==> config.mk <==
export PLATFORM = sky130hd
export DESIGN_NAME = led_arbiter_flat
export DESIGN_NICKNAME = d
export VERILOG_FILES = /design/src/rtl/led_arbiter_if.sv /design/src/rtl/led_arbiter.sv /design/src/flat_wrapper.sv
export SDC_FILE = /design/constraint.sdc
export NUM_CORES = 1
export LEC_CHECK = 0
export CORE_MARGIN = 4
export CORE_UTILIZATION = 30
export DETAILED_ROUTE_END_ITERATION = 6
export GPL_ROUTABILITY_DRIVEN = 0
export GPL_TIMING_DRIVEN = 0
export PLACE_DENSITY = 0.58
export SLEW_MARGIN = 10
export SYNTH_ARGS = -nofsm -noshare
export SYNTH_HDL_FRONTEND = slang
export SYNTH_SLANG_ARGS = --single-unit
==> constraint.sdc <==
create_clock -name clk -period 3.5 [get_ports clk]
set_input_delay 0.35 -clock clk [delete_from_list [all_inputs] [get_ports clk]]
set_output_delay 0.35 -clock clk [all_outputs]
set_load 0.01 [all_outputs]
==> src/rtl/led_arbiter_if.sv <==
// Bundles the requester frames/requests and the arbiter's grant and LED outputs.
// master = requester/top side, slave = arbiter side.
interface led_arbiter_if #(
    parameter int NREQ = 4,
    parameter int W    = 12
);
    logic [NREQ-1:0]   req;
    logic [NREQ*W-1:0] yr_in;
    logic [NREQ*W-1:0] bg_in;
    logic [NREQ-1:0]   grant;
    logic [2:0]        owner;
    logic              busy;
    logic [W-1:0]      led_yr;
    logic [W-1:0]      led_bg;

    modport master (
        output req, yr_in, bg_in,
        input  grant, owner, busy, led_yr, led_bg
    );

    modport slave (
        input  req, yr_in, bg_in,
        output grant, owner, busy, led_yr, led_bg
    );
endinterface

==> src/rtl/led_arbiter.sv <==
// Round-robin time-slice arbiter for the bicolour LED frame; all outputs registered, 1-cycle latency.
// Optional macro LED_ARB_PRIO_EN makes requester 0 a pre-empting priority requester.
module led_arbiter #(
    parameter int NREQ      = 4,
    parameter int W         = 12,
    parameter int SLICE_CYC = 1200000
) (
    input  logic          clk,
    input  logic          rst,
    led_arbiter_if.slave  bus
);
    localparam int CW = $clog2(SLICE_CYC);
    localparam logic [CW-1:0] RELOAD = CW'(SLICE_CYC - 1);

    typedef enum logic {IDLE, HOLD} state_e;

    state_e          state_q, state_d;
    logic [2:0]      owner_q, owner_d;
    logic [2:0]      rr_q, rr_d;
    logic [CW-1:0]   ctr_q, ctr_d;
    logic [NREQ-1:0] grant_q, grant_d;
    logic [W-1:0]    yr_q, yr_d;
    logic [W-1:0]    bg_q, bg_d;

    // Returns {found, index}: first set request scanning span slots upward from start.
    function automatic logic [3:0] rr_pick(input logic [NREQ-1:0] r,
                                           input logic [2:0] start,
                                           input int span);
        logic [3:0] res;
        int         idx;
        res = '0;
        for (int i = 0; i < NREQ; i++) begin
            idx = (int'(start) + i) % NREQ;
            if (!res[3] && i < span && r[idx])
                res = {1'b1, 3'(idx)};
        end
        return res;
    endfunction

    logic [3:0] pick;
    logic [2:0] after_owner;
    logic       switch_en;
    logic [2:0] tgt;
    logic       expire;

    always_comb begin
        state_d     = state_q;
        owner_d     = owner_q;
        rr_d        = rr_q;
        ctr_d       = ctr_q;
        switch_en   = 1'b0;
        tgt         = '0;
        expire      = 1'b0;
        after_owner = 3'((int'(owner_q) + 1) % NREQ);
        pick        = '0;

        case (state_q)
            IDLE: begin
                pick = rr_pick(bus.req, rr_q, NREQ);
`ifdef LED_ARB_PRIO_EN
                if (bus.req[0])
                    pick = 4'b1000;
`endif
                switch_en = pick[3];
                tgt       = pick[2:0];
            end
            HOLD: begin
                // Scan the other requesters only; on release the owner's own bit is low anyway.
                pick   = rr_pick(bus.req, after_owner, NREQ - 1);
                expire = (ctr_q == '0);
`ifdef LED_ARB_PRIO_EN
                if (owner_q == '0)
                    expire = 1'b0;
                if (owner_q != '0 && bus.req[0]) begin
                    switch_en = 1'b1;
                    tgt       = '0;
                end else
`endif
                if (!bus.req[owner_q]) begin
                    if (pick[3]) begin
                        switch_en = 1'b1;
                        tgt       = pick[2:0];
                    end else begin
                        state_d = IDLE;
                        owner_d = '0;
                    end
                end else if (expire) begin
                    if (pick[3]) begin
                        switch_en = 1'b1;
                        tgt       = pick[2:0];
                    end else begin
                        ctr_d = RELOAD;
                    end
                end else if (ctr_q != '0) begin
                    ctr_d = ctr_q - 1'b1;
                end
            end
            default: begin
                state_d = IDLE;
                owner_d = '0;
            end
        endcase

        if (switch_en) begin
            state_d = HOLD;
            owner_d = tgt;
            rr_d    = 3'((int'(tgt) + 1) % NREQ);
            ctr_d   = RELOAD;
        end

        grant_d = '0;
        yr_d    = '0;
        bg_d    = '0;
        if (state_d == HOLD) begin
            for (int i = 0; i < NREQ; i++)
                grant_d[i] = (owner_d == 3'(i));
            yr_d = bus.yr_in[int'(owner_d)*W +: W];
            bg_d = bus.bg_in[int'(owner_d)*W +: W];
        end
    end

    always_ff @(posedge clk) begin
        if (rst) begin
            state_q <= IDLE;
            owner_q <= '0;
            rr_q    <= '0;
            ctr_q   <= '0;
            grant_q <= '0;
            yr_q    <= '0;
            bg_q    <= '0;
        end else begin
            state_q <= state_d;
            owner_q <= owner_d;
            rr_q    <= rr_d;
            ctr_q   <= ctr_d;
            grant_q <= grant_d;
            yr_q    <= yr_d;
            bg_q    <= bg_d;
        end
    end

    assign bus.grant  = grant_q;
    assign bus.owner  = owner_q;
    assign bus.busy   = (state_q == HOLD);
    assign bus.led_yr = yr_q;
    assign bus.led_bg = bg_q;
endmodule
==> src/flat_wrapper.sv <==
// flat-port wrapper written by rule: the top's interface ports become plain ports
module led_arbiter_flat 
#(
    parameter int NREQ      = 4,
    parameter int W         = 12,
    parameter int SLICE_CYC = 1200000
)
  (clk, rst, bus_req, bus_yr_in, bus_bg_in, bus_grant, bus_owner, bus_busy, bus_led_yr, bus_led_bg);
  led_arbiter_if #(.NREQ(NREQ), .W(W)) bus_i ();
  input  logic clk;
  input  logic rst;
  input wire logic [$bits(bus_i.req)-1:0] bus_req;
  input wire logic [$bits(bus_i.yr_in)-1:0] bus_yr_in;
  input wire logic [$bits(bus_i.bg_in)-1:0] bus_bg_in;
  output wire logic [$bits(bus_i.grant)-1:0] bus_grant;
  output wire logic [$bits(bus_i.owner)-1:0] bus_owner;
  output wire logic [$bits(bus_i.busy)-1:0] bus_busy;
  output wire logic [$bits(bus_i.led_yr)-1:0] bus_led_yr;
  output wire logic [$bits(bus_i.led_bg)-1:0] bus_led_bg;
  assign bus_i.req = bus_req;
  assign bus_i.yr_in = bus_yr_in;
  assign bus_i.bg_in = bus_bg_in;
  assign bus_grant = bus_i.grant;
  assign bus_owner = bus_i.owner;
  assign bus_busy = bus_i.busy;
  assign bus_led_yr = bus_i.led_yr;
  assign bus_led_bg = bus_i.led_bg;
  led_arbiter #(.NREQ(NREQ), .W(W), .SLICE_CYC(SLICE_CYC)) u_core (.clk(clk), .rst(rst), .bus(bus_i));
endmodule
==> flow_summary.toml <==
[outcome]
status = "finished clean"

[clock_network]
clk_latency_ns = 0.32
clk_pin_slew_ns = 0.10
htreeDepth = 2
cts_buffers = 5
cts.sinks = 55
cts_tree = "done"
cts_buffer_depth = 2
cts_hold_buf = 0
cts-root-buf = "clkbuf_8"
cts-resized-gates = 0
post_cts_buffers = 0

[setup_path]
r2r_start = "u_core.ctr_q[0]"
cp-start-kind = "input pin"
cp.required_ns = 3.70
arrival_ns = 3.10
criticalPathCategory = "in -> reg"
startpoint = "bus_req[2]"
endpoint_kind = "flip-flop"
r2r_cells = 11
critical_path.max_fanout = 10

[route]
via_count = 3177
totalWireLength_mm = 10.7
route.detailed.drc = 0
drt-initial-drc-count = 123
via_per_inst = 5.22
wl_per_cell_microns = 17.5
detail-route-antenna-nets = 0
dr.pass1.iters = 4

[min_path]
min_path_cells = 2
hold_start = "u_core.ctr_q[19]"
worstHoldPathType = "reg -> reg"

[power]
pwr-share-clk = 0.192
power_mw = 1.89
seqPwrFrac = 0.408
internal_power_mw = 1.28
swShare = 0.322
vdd_drop_max_uv = 165
powerDensity_nw_per_um2 = 401
p_comb_frac = 0.399
p_leak_nw = 1.71
power_switching_uw = 608

[place]
placement.io_buffers = 133
place_inst = 601
place_hpwl_mm = 8.38

[timing]
tightest_slew_ns = 0.724
setup_viol = 0
finalHoldViolCount = 0
slew_headroom = 0.514
clock_skew_ns = 0.00885
rsz0062_at_grt = "no"
timing.hold.ws_ns = 0.532
drv_slew = 0
fmax_ghz = 0.345
fin_tns_setup_ns = 0
fin_crit_sh = 0.828
post-route-min-period_ns = 2.90

[cells_and_area]
final_nets = 579
num_antenna_cells = 0
syn_to_final_growth_pct = 50.8
drive_gt1_frac = 0.0798
final_cells = 609

[die]
die_area_sq_um = 12100
start_util = 0.313
fp.dieW_microns = 110
core_sq_um = 9950
placementRows = 36
pin_count = 134
die_y_microns = 110

[job]
cap_violations = 0

[grt]
grt_overflow = 0
antenna_found_initial = 0
grt_max_degree = 18
grt_pass1_vias = 3175
grt_pass1_wl_mm = 16.2
grt.total_usage = 0.172

[logic_synthesis]
synth-seq-area-share = 0.353
synth_cells = 335
ys_seq_elements = 55
syn_area_per_cell_sq_um = 9.31
async_flop_share = 0
synth-main-ff-cell = "dfxtp_1"
synth_edf_count = 0
synth_cell_types = 59
yosys_warnings = 0
syn_area_sq_um = 3120
synth_fp_nets = 439
## registers in the layout (all words and copies together) (netlist names)
| name | cells |
|---|---|
| u_core.rr_q | 2 |
| u_core.ctr_q | 21 |
| u_core.bus.led_bg | 12 |
| u_core.bus.grant | 4 |
| u_core.bus.led_yr | 12 |
| u_core.bus.owner | 3 |
| u_core.bus.busy | 1 |
## cell usage after synthesis, drive strengths merged (2+ instances only)
master | count | area [sq um]
a211o | 2 | 17.5
a211oi | 9 | 80.1
a21oi | 8 | 43.8
a221o | 24 | 240
a221oi | 3 | 26.3
a311oi | 2 | 17.5
a31oi | 2 | 12.5
buf | 18 | 155
clkbuf | 10 | 37.5
dfxtp | 55 | 1100
ha | 2 | 25.0
inv | 10 | 37.5
mux2i | 26 | 260
nand2 | 13 | 51.3
nand3 | 6 | 30.0
nand4 | 4 | 25.0
nand4b | 3 | 32.5
nor2 | 38 | 150
nor2b | 5 | 31.3
nor3 | 7 | 35.0
nor3b | 3 | 22.5
nor4 | 30 | 248
nor4b | 2 | 23.8
o211ai | 3 | 22.5
o21a | 2 | 15.0
o21ai | 12 | 60.1
o221ai | 3 | 26.3
or3 | 3 | 18.8
xnor2 | 3 | 26.3
xor2 | 11 | 96.3
## layout make-up
class / instances / area, sq um
Timing Repair Buffer: 133 / 1330
Tap cell: 133 / 166
Fill cell: 949 / 5250
Clock buffer: 5 / 68.8
Multi-Input combinational cell: 242 / 1790
Buffer: 28 / 193
Sequential cell: 55 / 1100
Clock inverter: 3 / 18.8
Inverter: 10 / 37.5
## cell families (layout without fill, tap and decap cells)
kind of cell               Yosys count  after routing  synth area share
buffers and inverters               38            179            0.0738
DFF                                 55             55             0.353
xor gates and xnor gates            14             14            0.0393
and+or+nand+nor                    120            120             0.228
muxes                               27             27            0.0907
adders and majority gates            2              2           0.00802
AOI/OAI and AO/OA                   79             79             0.207
## power groups by stage
stage	clock network, mW	logic [mW]	registers [mW]
after floorplan	0	0.374	0.812
after global placement	0	0.754	0.782
after detailed placement	0	0.758	0.784
after CTS	0.380	0.761	0.771
after global routing	0.397	0.816	0.782
final	0.363	0.754	0.770
## metal layers
| metal | global-route usage | vias up | part of all wire |
|---|---|---|---|
| met5 | 0 | - | 0 |
| met4 | 0.0561 | 0 | 0.024 |
| met3 | 0.0346 | 18 | 0.054 |
| met2 | 0.293 | 87 | 0.51 |
| met1 | 0.217 | 1511 | 0.41 |
| li1 | - | 1561 | - |
## metrics by stage
stage	area [sq um]	setup WS [ns]	utilization
2_1_floorplan	3120	1.14	-
3_3_place_gp	4620	0.300	0.464
3_5_place_dp	4620	0.296	0.464
4_1_cts	4700	0.624	0.472
5_1_grt	4700	0.444	0.472
6_report	4700	0.600	0.472
## placed cells by master (no fill, tap or decap), types with 2 or more instances in the layout
cell type          n
buf_6              6
nand4_1            4
a31oi_1            2
xor2_1            11
a221o_1           24
nor3_1             7
clkbuf_1          10
or3_1              3
nor2_1            37
nor3b_1            3
a221oi_1           3
clkbuf_8           5
nor2b_1            5
nand2_1           12
o21a_1             2
dfxtp_1           55
mux2i_1           26
buf_2              6
a21oi_1            7
buf_1              2
o221ai_1           3
a211o_1            2
o21ai_0           11
nand4b_1           2
a311oi_1           2
buf_4              2
o211ai_1           3
nand3_1            6
clkinv_2           2
nor4_1            26
ha_1               2
nor4_4             4
xnor2_1            3
clkdlybuf4s50_1  133
inv_1             10
a211oi_1           8
## final timing paths
path	to	slack, ns
setup reg to reg	u_core.bus.led_yr[5]	0.76
setup / recovery	u_core.bus.led_yr[5]	0.60
hold / removal	u_core.ctr_q[19]	0.53
hold reg to reg	u_core.ctr_q[19]	0.53
## worst max-delay path, cell delays in order
cell             delay (ns)
clkdlybuf4s50_1        0.59
or4_4                  0.63
nor2_1                 0.25
o21a_1                 0.14
clkbuf_1               0.29
clkbuf_1               0.45
nor4_1                 0.11
a221o_1                0.29
Note: power is estimated with default switching activity, not from simulation.
